[src/rtl/pipe_pkg.sv]
// Shared opcode constants, FSM state type and helpers for the pipeline
// hazard logic.
package pipe_pkg;

   localparam logic [5:0] OP_BEQ = 6'b000100;
   localparam logic [5:0] OP_BNE = 6'b000101;
   localparam logic [5:0] OP_J   = 6'b000010;
   localparam logic [5:0] OP_LW  = 6'b100011;

   localparam logic [4:0] REG_ZERO = 5'd0;

   typedef enum logic [1:0] {
      RUN     = 2'd0,
      BR_WAIT = 2'd1
   } hazard_state_t;

   function automatic logic is_ctl_op(input logic [5:0] op);
      return (op == OP_BEQ) || (op == OP_BNE) || (op == OP_J);
   endfunction

endpackage

[src/rtl/load_use_detect.sv]
// Detects a load in EX whose destination is read by the instruction in ID.
module load_use_detect
   import pipe_pkg::*;
(
   input  logic [4:0] id_rs,
   input  logic [4:0] id_rt,
   input  logic       id_uses_rt,
   input  logic       ex_mem_read,
   input  logic [4:0] ex_rt,
   output logic       load_use
);

   // $zero is never a real dependency even if a load targets it.
   assign load_use = ex_mem_read && (ex_rt != REG_ZERO) &&
                     ((ex_rt == id_rs) || (id_uses_rt && (ex_rt == id_rt)));

endmodule

[src/rtl/hazard_controller.sv]
// Stall/flush sequencer for the 5-stage pipeline: memory hold, load-use and
// control-transfer arbitration plus a saturating stall-cycle counter.
module hazard_controller
   import pipe_pkg::*;
#(
   parameter int unsigned BRANCH_SLOTS = 2,
   parameter int unsigned CNT_W        = 16
) (
   input  logic             clk,
   input  logic             rst,
   input  logic [5:0]       id_opcode,
   input  logic [4:0]       id_rs,
   input  logic [4:0]       id_rt,
   input  logic             id_uses_rt,
   input  logic             ex_mem_read,
   input  logic [4:0]       ex_rt,
   input  logic             mem_hold,
   output logic             pc_write,
   output logic             ifid_write,
   output logic             ifid_flush,
   output logic             idex_bubble,
   output logic             branch_busy,
   output logic [CNT_W-1:0] stall_cycles
);

   localparam logic [2:0] LAST_SLOT = 3'(BRANCH_SLOTS);

   hazard_state_t    state_q, state_d;
   logic [2:0]       cnt_q, cnt_d;
   logic [CNT_W-1:0] stall_q, stall_d;
   logic             load_use;

   load_use_detect u_load_use_detect (
      .id_rs       (id_rs),
      .id_rt       (id_rt),
      .id_uses_rt  (id_uses_rt),
      .ex_mem_read (ex_mem_read),
      .ex_rt       (ex_rt),
      .load_use    (load_use)
   );

   always_comb begin
      pc_write    = 1'b1;
      ifid_write  = 1'b1;
      ifid_flush  = 1'b0;
      idex_bubble = 1'b0;
      branch_busy = (state_q == BR_WAIT);
      state_d     = state_q;
      cnt_d       = cnt_q;
      if (rst) begin
         branch_busy = 1'b0;
      end else if (mem_hold) begin
         pc_write   = 1'b0;
         ifid_write = 1'b0;
      end else begin
         case (state_q)
            BR_WAIT: begin
               // IF/ID holds a flushed NOP, so the ID opcode is irrelevant here.
               ifid_flush = 1'b1;
               if (cnt_q == LAST_SLOT) begin
                  state_d = RUN;
                  cnt_d   = 3'd0;
               end else begin
                  pc_write = 1'b0;
                  cnt_d    = cnt_q + 3'd1;
               end
            end
            default: begin
               if (load_use) begin
                  pc_write    = 1'b0;
                  ifid_write  = 1'b0;
                  idex_bubble = 1'b1;
               end else if (is_ctl_op(id_opcode)) begin
                  pc_write   = 1'b0;
                  ifid_flush = 1'b1;
                  state_d    = BR_WAIT;
                  cnt_d      = 3'd1;
               end
            end
         endcase
      end
   end

   always_comb begin
      stall_d = stall_q;
      if (!pc_write && (stall_q != '1)) begin
         stall_d = stall_q + 1'b1;
      end
   end

   always_ff @(posedge clk) begin
      if (rst) begin
         state_q <= RUN;
         cnt_q   <= 3'd0;
         stall_q <= '0;
      end else begin
         state_q <= state_d;
         cnt_q   <= cnt_d;
         stall_q <= stall_d;
      end
   end

   assign stall_cycles = stall_q;

endmodule

[config.mk]
export PLATFORM = sky130hd
export DESIGN_NAME = hazard_controller
export DESIGN_NICKNAME = d
export VERILOG_FILES = /design/src/rtl/pipe_pkg.sv /design/src/rtl/load_use_detect.sv /design/src/rtl/hazard_controller.sv
export SDC_FILE = /design/constraint.sdc
export NUM_CORES = 1
export LEC_CHECK = 0
export CAP_MARGIN = 20
export CORE_MARGIN = 2
export CORE_UTILIZATION = 30
export CTS_CLUSTER_SIZE = 28
export DETAILED_ROUTE_END_ITERATION = 12
export GPL_ROUTABILITY_DRIVEN = 0
export PLACE_DENSITY = 0.63
export SLEW_MARGIN = 20
export SYNTH_ARGS = -nofsm -noshare
export SYNTH_HDL_FRONTEND = slang
export SYNTH_HIERARCHICAL = 1
export SYNTH_SLANG_ARGS = --single-unit
[constraint.sdc]
create_clock -name clk -period 2.8 [get_ports clk]
set_input_delay 0.7 -clock clk [delete_from_list [all_inputs] [get_ports clk]]
set_output_delay 0.7 -clock clk [all_outputs]
set_load 0.05 [all_outputs]
[After elaboration in Yosys (flattened, before gate mapping)]
Index checks and enable logic that the tools add are counted.
Word-level totals
  bits in registers: 21
  input bits: 26
  word-level logic and storage cells: 56
Operators by class
  $add $sub $neg: 2
  eq/ne operators: 10
  multiplexer cells: 28
  bitwise logic cells: 1
  reductions and logical operators: 12
Operator list (count)
  1-bit two-way mux: 20
  16-bit by 1-bit adder with 16-bit output, second input constant: 1
  16-bit inequality test, second input constant: 1
  6-bit by 3-bit equality test with 1-bit output, second input constant: 2
  3-bit two-way mux: 4
  5-bit equality test: 2
  2-bit two-way mux: 4
  6-bit by 2-bit equality test with 1-bit output, second input constant: 1
  5-bit nonzero test: 1
  1-bit logical AND: 4
  2-bit by 1-bit inequality test with 1-bit output, second input constant: 2
  4-bit AND reduction: 1
  3-bit by 1-bit adder with 3-bit output, second input constant: 1
  3-bit by 2-bit equality test with 1-bit output, second input constant: 1
  1-bit logical OR: 3
  3-bit AND reduction: 1
  2-bit by 1-bit equality test with 1-bit output, second input constant: 1
  2-bit nonzero test: 1
  1-bit logical NOT: 1
  1-bit inverter: 1

[Longest topological paths before layout]
Gate-level depths: netlist of the first run.
  word-level depth: 10
  gate-level depth with buffers: 11

[Modules after synthesis]
The synthesis of the first run kept the hierarchy.
Modules (own cells, without submodules)
  hazard_controller: instances 1, cells an instance 131, area each 1097.3 um^2, seq. area each 400.4 um^2
  load_use_detect: instances 1, cells an instance 17, area each 132.6 um^2, seq. area each 0.0 um^2

[Worst setup path before layout of the first run]
OpenSTA, ideal clock, no wires.
  path type: input to output
  start point: in ex_rt[3]
  end point: out idex_bubble
  arrival time: 2700 ps
  required time: 2100 ps
  setup slack: -600 ps
  stages on the path: 6
  cells stage by stage: xor2_1 nor4_2 nand3_1 a21oi_1 nor2b_1 nor3b_1
On the way
  longest elaborated chain between the ends: 8
  elaborated cells between the ends (all ways): 11
  classes of those cells: eq/ne (2); mux (4); reduce/logical (5)
Ends and longest elaborated chain
  start, declared: line hazard_controller.sv:16  | input logic [4:0] ex_rt,
  5-bit equality test: line load_use_detect.sv:15  | ((ex_rt == id_rs) || (id_uses_rt && (ex_rt == id_rt)));
  1-bit logical AND: line load_use_detect.sv:15
  1-bit logical OR: line load_use_detect.sv:15
  1-bit logical AND *: line load_use_detect.sv:14  | assign load_use = ex_mem_read && (ex_rt != REG_ZERO) &&
  named net load_use: line hazard_controller.sv:31  | logic load_use;
  1-bit two-way mux *: line hazard_controller.sv:69  | if (load_use) begin
  1-bit two-way mux *: line hazard_controller.sv:56  | case (state_q)
  1-bit two-way mux *: line hazard_controller.sv:52  | end else if (mem_hold) begin
  1-bit two-way mux *: line hazard_controller.sv:50  | if (rst) begin
  end, declared: line hazard_controller.sv:21  | output logic idex_bubble,
Mark *: on every way through the listed nets, which the timed path passes. The rest lies on a longest branch.

[Final worst setup path of the first run]
  start point: in ex_rt[2]
  end point: out pc_write
On the way
  longest elaborated chain between the ends: 8
  elaborated cells between the ends (all ways): 11
  classes of those cells: eq/ne (2); mux (4); reduce/logical (5)
Ends and longest elaborated chain
  5-bit equality test: line load_use_detect.sv:15
  1-bit logical AND: line load_use_detect.sv:15
  1-bit logical OR: line load_use_detect.sv:15
  1-bit logical AND *: line load_use_detect.sv:14
  named net load_use: line hazard_controller.sv:31
  1-bit two-way mux *: line hazard_controller.sv:69
  1-bit two-way mux *: line hazard_controller.sv:56
  1-bit two-way mux *: line hazard_controller.sv:52
  1-bit two-way mux *: line hazard_controller.sv:50
  end, declared: line hazard_controller.sv:18  | output logic pc_write,
Marked as above.

==> Implementation_results.wiki, run 1 <==
{| class="wikitable"
! Metric !! Value
|-
| Commonest register cell after synthesis || dfxtp_1
|-
| Number of clock buffers inserted by TritonCTS || 3
|-
| Portion of the post-synthesis area used by sequential elements || 0.326
|-
| Cell types with the largest area share after synthesis || dfxtp_1 33%, a21oi_1 6.1%, xor2_1 5.0%, o31ai_1 4.3%, or4_1 4.3%
|-
| Number of buffer and inverter stages on the critical path || 3
|-
| Insertion delay of the later-clocked pin in the worst-skew pair || 0.26 ns
|-
| Global route total overflow || 0
|-
| Maximum Capacitance Violations || 0
|-
| Final instance count without filler cells || 258
|-
| Router iterations before antenna repair || 4
|-
| Number of H-tree levels || 1
|-
| Final worst path period need || 2.99 ns
|-
| Number of ports placed on the die boundary || 47
|-
| Maximum fanout along the worst path || 3
|-
| Worst-path cell chain || buf_6 -> or4_4 -> o21ai_2 -> a21oi_2 -> or3_4 -> o21a_4 -> inv_4 -> buf_12
|-
| Maximum count of clock buffers along a single path || 2
|-
| Number of cells in the design after placement || 251
|-
| Data required, critical path || 2.10 ns
|-
| TritonCTS Sinks || 20
|-
| Power Density || 339 nW/um^2
|-
| Number of nets with antenna violations after routing || 0
|-
| Number of antenna diodes || 0
|-
| Via count of the first global-routing pass || 1396
|-
| Largest area contributor in the netlist || dfxtp_1
|-
| Async set-reset flop share out of synthesis || 0
|-
| Final-layout setup total negative slack || -0.457 ns
|-
| Portion of the clock cycle consumed by the worst path in the final layout || 1.07
|-
| Total core area || 3970 sq um
|-
| Library cell contributing the largest single delay on the critical path || or4_4
|-
| Number of fill cells || 383
|-
| Delay of the slowest critical-path stage || 0.52 ns
|-
| Number of endpoints with negative hold slack in the final report || 0
|-
| Mapped Nets || 175
|-
| Number of nets in the layout || 236
|-
| Violations in the final reports || negative setup slack
|-
| Number of library cell types mapped by synthesis || 41
|-
| Area Overhead vs Synth || 65.2%
|-
| FP Rows || 23
|-
| Dpl hpwl || 2740 um
|-
| Setup crit start kind || primary input
|-
| Most frequent standard cell in the layout excluding fill and tap cells || clkdlybuf4s50_1
|-
| Effective utilization at floorplan || 0.310
|-
| Cell family with most CP delay || simple AND/OR/NAND/NOR gates
|-
| Routed len/inst || 13.9 um
|-
| Number of vias after detailed routing || 1345
|-
| CTS clk-pin slew, worst paths || 0.07 ns
|-
| Total global routing track utilization || 0.177
|-
| Arr. time, crit path || 2.29 ns
|-
| CTS tree || done
|-
| Chip width || 68.0 um
|-
| Fraction of layout instances using a drive strength above 1 || 0.264
|-
| Syn Inst Count || 148
|-
| Cell Area, Synth || 1230 sq um
|-
| Die ar. || 4630 sq um
|-
| Antenna violations before repair || 0
|-
| DRC || 0
|-
| Vertical die dimension || 68.0 um
|-
| Mean area per synthesized cell || 8.31 sq um
|-
| Detailed Route Iter0 Violations || 51
|-
| Synth warn || 6
|-
| Maximum frequency from static timing analysis || 0.335 GHz
|-
| Setup repair after global routing missed its margin || true
|-
| Fin. max-slew vios || 0
|-
| Tightest Pin Transition || 0.752 ns
|-
| Clock root buffer master || clkbuf_8
|-
| Static power due to leakage || 0.000741 uW
|-
| Number of vias per cell || 5.21
|-
| Global-route wire length before repair || 6290 um
|-
| Max IR drop VDD || 0.000210 V
|-
| Final count of negative-setup-slack endpoints || 4
|-
| Run status || complete, but fails checks
|-
| EDFF count, synth || 0
|-
| Top library cells by usage in the layout, fill and taps aside || 24 x clkdlybuf4s50_1, 20 x dfxtp_1, 15 x buf_4
|-
| Final worst clock skew || 0.00245 ns
|-
| Routed Wire Length || 3590 um
|-
| Area of combinational cells with multiple inputs || 878 sq um
|-
| Sequential cell area || 400 sq um
|-
| Classification of the worst-slack hold path || reg2reg
|-
| Port-buffer cells || 46
|-
| Worst Path Class, Setup || in2out
|-
| Endpoint type of the worst setup path || output port
|-
| Yosys reg bits || 20
|-
| Worst relative slew slack || 0.499
|-
| Pin count of the biggest net entering global routing || 26
|-
| Fraction of post-synthesis cell area in the top cell type by area || 0.326
|-
| Final WS setup || -0.186 ns
|}
[cell type report]
type	count	area share
Sequential cell	20	0.197
Clock buffer	4	0.0271
Multi-Input combinational cell	117	0.432
Timing Repair Buffer	63	0.304
Tap cell	50	0.0308
Inverter	4	0.00862
[flip-flops by register name, indices dropped and copies added (netlist names)]
| signal | cells |
|---|---|
| state_q | 1 |
| cnt_q | 3 |
| stall_cycles | 16 |
[per-stage QoR]
step,total power (uW),instance area (sq um),setup WS [ns],util,hold WS [ns]
floorplan,379,1260,-0.153,-,0.472
global placement,457,1880,-0.520,0.474,0.470
detailed placement,461,1880,-0.538,0.474,0.488
CTS,695,2030,-0.259,0.511,0.498
global route,724,2030,-0.235,0.512,0.523
finish,688,2030,-0.186,0.512,0.495
[power by group]
group,total (uW),switching [uW],internal [uW]
Clock,225,99.3,125
Sequential,298,7.50,290
Combinational,166,83.0,82.6
Total,688,190,498
[synth_stat cells (2+ instances only)]
| master | count |
|---|---|
| a21oi_1 | 15 |
| and2_1 | 2 |
| and3_1 | 6 |
| and4_1 | 2 |
| buf_2 | 3 |
| clkbuf_1 | 2 |
| dfxtp_1 | 20 |
| inv_1 | 3 |
| mux2_2 | 2 |
| nand2_1 | 10 |
| nand3_1 | 8 |
| nor2_1 | 8 |
| nor2b_1 | 6 |
| nor3_1 | 3 |
| nor3b_1 | 2 |
| o21ai_0 | 5 |
| o311ai_0 | 3 |
| o31ai_1 | 7 |
| o41ai_1 | 3 |
| or3_1 | 3 |
| or4_1 | 7 |
| xnor2_1 | 3 |
| xor2_1 | 7 |
[worst paths after layout]
kind                         from  cells past startpoint              end  slack (ns)
setup / recovery         ex_rt[2]                      8         pc_write       -0.19
hold / removal    stall_cycles[6]                      2  stall_cycles[6]        0.49
setup reg to reg  stall_cycles[3]                      5  stall_cycles[7]        0.57
hold reg to reg   stall_cycles[6]                      2  stall_cycles[6]        0.49
[timing repair]
action,in CTS,in global routing
hold buffers,0,0
resized for setup,51,11
setup buffers,4,0
gates cloned,0,0
endpoints found under the setup margin,15,9
pin swaps,20,8
[worst min-delay path: stages (launching register included)]
cell and delay (ns):
dfxtp_1 0.34, nand2_1 0.06, mux2i_1 0.05
[per-layer routing]
metal,vias up,part of all wire,GRT usage
met4,0,0.0067,0.0375
met2,18,0.53,0.324
met1,646,0.42,0.202
li1,677,-,-
met3,4,0.037,0.0526
met5,-,0,0
[cells by family after synthesis]
kind of cell               count (synthesis)  share of synthesized area
and+or+nand+nor                           64                      0.306
AOI/OAI and AO/OA                         39                      0.218
DFF                                       20                      0.326
buffers and inverters                     11                     0.0427
xor gates and xnor gates                  10                     0.0712
muxes                                      3                     0.0264
adders and majority gates                  1                     0.0102
Power figures use the tool's default switching activity.
==> inputs of run 2 (changes only) <==
--- a/config.mk
+++ b/config.mk
@@ -7,11 +7,12 @@
 export LEC_CHECK = 0
 export CAP_MARGIN = 20
 export CORE_MARGIN = 2
-export CORE_UTILIZATION = 30
+export CORE_UTILIZATION = 35
+export CTS_BUF_LIST = sky130_fd_sc_hd__clkbuf_8
 export CTS_CLUSTER_SIZE = 28
 export DETAILED_ROUTE_END_ITERATION = 12
 export GPL_ROUTABILITY_DRIVEN = 0
-export PLACE_DENSITY = 0.63
+export PLACE_DENSITY = 0.71
 export SLEW_MARGIN = 20
 export SYNTH_ARGS = -nofsm -noshare
 export SYNTH_HDL_FRONTEND = slang
==> run 2 against run 1 <==
Hold slack improved by 0.0021 ns. Largest cell class unchanged. First-iteration DRC count grew 140%. The run still ends with negative setup slack left. Clock power is 2% lower. Cell count shrank 1.2%. Flip-flop and latch count stayed put. Global-route usage rose by 1.2 points.
==> Implementation_results.wiki, run 2 (same netlist as run 1, synthesis figures left out) <==
{| class="wikitable"
! Metric !! Value
|-
| Max IR drop VDD || 0.000372 V (+77%)
|-
| Setup Slack @ Placement || -0.559 ns (-0.0207 ns)
|-
| Power Density || 337 nW/um^2 (-0.37%)
|-
| Port-buffer cells || 46 (unchanged)
|-
| Total core area || 3360 sq um (-15%)
|-
| Worst hold path depth || 2 (unchanged)
|-
| Classification of the worst-slack hold path || reg2reg
|-
| Fin. max-slew vios || 0 (unchanged)
|-
| Area Overhead vs Synth || 66.0%
|-
| Setup slack on the worst flop-to-flop path || 0.55 ns (-0.02 ns)
|-
| Final instance count without filler cells || 255 (-1.2%)
|-
| DRC || 0 (unchanged)
|-
| Worst reg2reg endpoint || stall_cycles[7]
|-
| Tightest Pin Transition || 0.770 ns (+0.0186 ns)
|-
| Router iterations before antenna repair || 5 (+1)
|-
| Worst Path Class, Setup || in2out
|-
| Number of vias per cell || 5.28 (+1.3%)
|-
| Final count of negative-setup-slack endpoints || 4 (unchanged)
|-
| Number of clock buffers inserted by TritonCTS || 3 (unchanged)
|-
| Most frequent standard cell in the layout excluding fill and tap cells || clkdlybuf4s50_1
|-
| Number of cells in the design after placement || 248 (-1.2%)
|-
| TritonCTS Sinks || 20 (unchanged)
|-
| Insertion delay of the later-clocked pin in the worst-skew pair || 0.26 ns (about the same)
|-
| Area post-placement || 1880 sq um (+0.13%)
|-
| Number of antenna diodes || 0 (unchanged)
|-
| Top library cells by usage in the layout, fill and taps aside || 26 x clkdlybuf4s50_1, 20 x dfxtp_1, 14 x buf_4
|-
| Fraction of layout instances using a drive strength above 1 || 0.273 (+0.00830)
|-
| Global route total overflow || 0 (unchanged)
|-
| Violations in the final reports || negative setup slack
|-
| Number of ports placed on the die boundary || 47 (unchanged)
|-
| Dpl hpwl || 2660 um (-2.9%)
|-
| Routed len/inst || 14.2 um (+2.2%)
|-
| Antenna violations before repair || 0 (unchanged)
|-
| Chip width || 63.3 um (-7.0%)
|-
| Hold EP || stall_cycles[6]
|-
| Worst relative slew slack || 0.486 (-0.0124)
|-
| Library cell contributing the largest single delay on the critical path || or4_4
|-
| Maximum Capacitance Violations || 0 (unchanged)
|-
| Final WS setup || -0.242 ns (-0.0563 ns)
|-
| CTS clk-pin slew, worst paths || 0.07 ns (about the same)
|-
| Wire length on met2 || 1920 um (+0.79%)
|-
| Maximum count of clock buffers along a single path || 2 (unchanged)
|-
| Top metal layer carrying routed signals || met4
|-
| CTS tree || done
|-
| Register-to-Register Path Depth || 5 (unchanged)
|-
| Global-route wire length before repair || 6150 um (-2.3%)
|-
| FP Rows || 21 (-8.7%)
|-
| Routed Wire Length || 3630 um (+1.1%)
|-
| Setup crit start kind || primary input
|-
| Run status || complete, but fails checks
|-
| Clock root buffer master || clkbuf_8
|-
| Arr. time, crit path || 2.34 ns (+0.05 ns)
|-
| Pin count of the biggest net entering global routing || 26 (unchanged)
|-
| Final worst clock skew || 0.00359 ns (+0.00113 ns)
|-
| Final worst path period need || 3.04 ns (+0.0563 ns)
|-
| Delay of the slowest critical-path stage || 0.52 ns (about the same)
|-
| Setup repair after global routing missed its margin || true
|-
| Vertical die dimension || 63.3 um (-7.0%)
|-
| Worst-path cell chain || buf_6 -> or4_4 -> o21ai_2 -> a21oi_2 -> or3_4 -> o21a_4 -> inv_4 -> buf_12
|-
| Portion of the clock cycle consumed by the worst path in the final layout || 1.09 (+0.0201)
|-
| Endpoint type of the worst setup path || output port
|-
| Startpoint of the lowest-slack hold path || stall_cycles[6]
|-
| Number of endpoints with negative hold slack in the final report || 0 (unchanged)
|-
| CTS Hold Bufs || 0 (unchanged)
|-
| Number of H-tree levels || 1 (unchanged)
|-
| WL met1 || 1530 um (+0.53%)
|-
| Flip-flop count of the largest register after layout || 16 (unchanged)
|-
| Number of nets with antenna violations after routing || 0 (unchanged)
|-
| Met3 WL || 128 um (-2.3%)
|-
| Die ar. || 4000 sq um (-13%)
|-
| Number of nets in the layout || 237 (+0.42%)
|-
| Number of fill cells || 315 (-18%)
|-
| Detailed Route Iter0 Violations || 123 (+140%)
|-
| Maximum fanout along the worst path || 2 (-1)
|-
| Maximum frequency from static timing analysis || 0.329 GHz (-1.9%)
|-
| Sequential cell area || 400 sq um (unchanged)
|-
| Number of vias after detailed routing || 1347 (+0.15%)
|-
| Start point of the critical path || ex_rt[2]
|-
| Static power due to leakage || 0.000737 uW (-0.50%)
|-
| Area of combinational cells with multiple inputs || 871 sq um (-0.85%)
|-
| Via count of the first global-routing pass || 1352 (-3.2%)
|-
| Total global routing track utilization || 0.189 (+0.0122)
|-
| Post-Layout Inst Area || 2040 sq um (+0.49%)
|-
| Worst R2R Start || stall_cycles[3]
|-
| Effective utilization at floorplan || 0.366 (+0.0560)
|-
| Data required, critical path || 2.10 ns (about the same)
|}
## run 2: metal layers
layer	vias up	global-route usage
li1	673	-
met1	637	0.228
met2	33	0.338
met3	4	0.0357
met4	0	0.0625
met5	-	0
## run 2: worst max path at each step
stage	end	slack, ns	depth (start not counted)
finish	pc_write	-0.24	8
global route	idex_bubble	-0.32	10
CTS	pc_write	-0.25	8
detailed placement	pc_write	-0.56	8
global placement	pc_write	-0.52	8
floorplan	idex_bubble	-0.15	6
## run 2: critical path: cells and delay by family
| kind | cells | cell delay [ns] |
|---|---|---|
| AOI/OAI and AO/OA | 3 | 0.46 |
| buffers and inverters | 3 | 0.28 |
| and+or+nand+nor | 2 | 0.90 |
## run 2: area by class of cell
| cell class | instances | share of cell area |
|---|---|---|
| multi-input combinational | 117 | 0.426 |
| clock buffer | 4 | 0.0270 |
| tap | 46 | 0.0282 |
| inverter | 4 | 0.00858 |
| sequential | 20 | 0.196 |
| timing repair buffer | 64 | 0.314 |
## run 2: metrics by stage
step | hold WS (ns) | utilization | total power (uW) | setup TNS [ns]
5_1_grt | 0.524 | 0.607 | 718 | -1.10
6_report | 0.497 | 0.607 | 689 | -0.797
3_3_place_gp | 0.471 | 0.560 | 458 | -6.54
3_5_place_dp | 0.483 | 0.560 | 461 | -7.67
4_1_cts | 0.498 | 0.587 | 685 | -0.615
2_1_floorplan | 0.472 | - | 379 | -0.283
## run 2: where the power goes
part | internal, uW | total (uW) | switching, uW
clock network | 125 | 220 | 95.0
logic | 86.9 | 171 | 83.6
registers | 290 | 298 | 7.55
total | 503 | 689 | 186
## run 2: what timing repair did
item                       CTS  global route
setup buffers                2             1
setup endpoints to repair   16             4
resized for setup           50            16
pin swaps                   19             8
gates cloned                 0             0
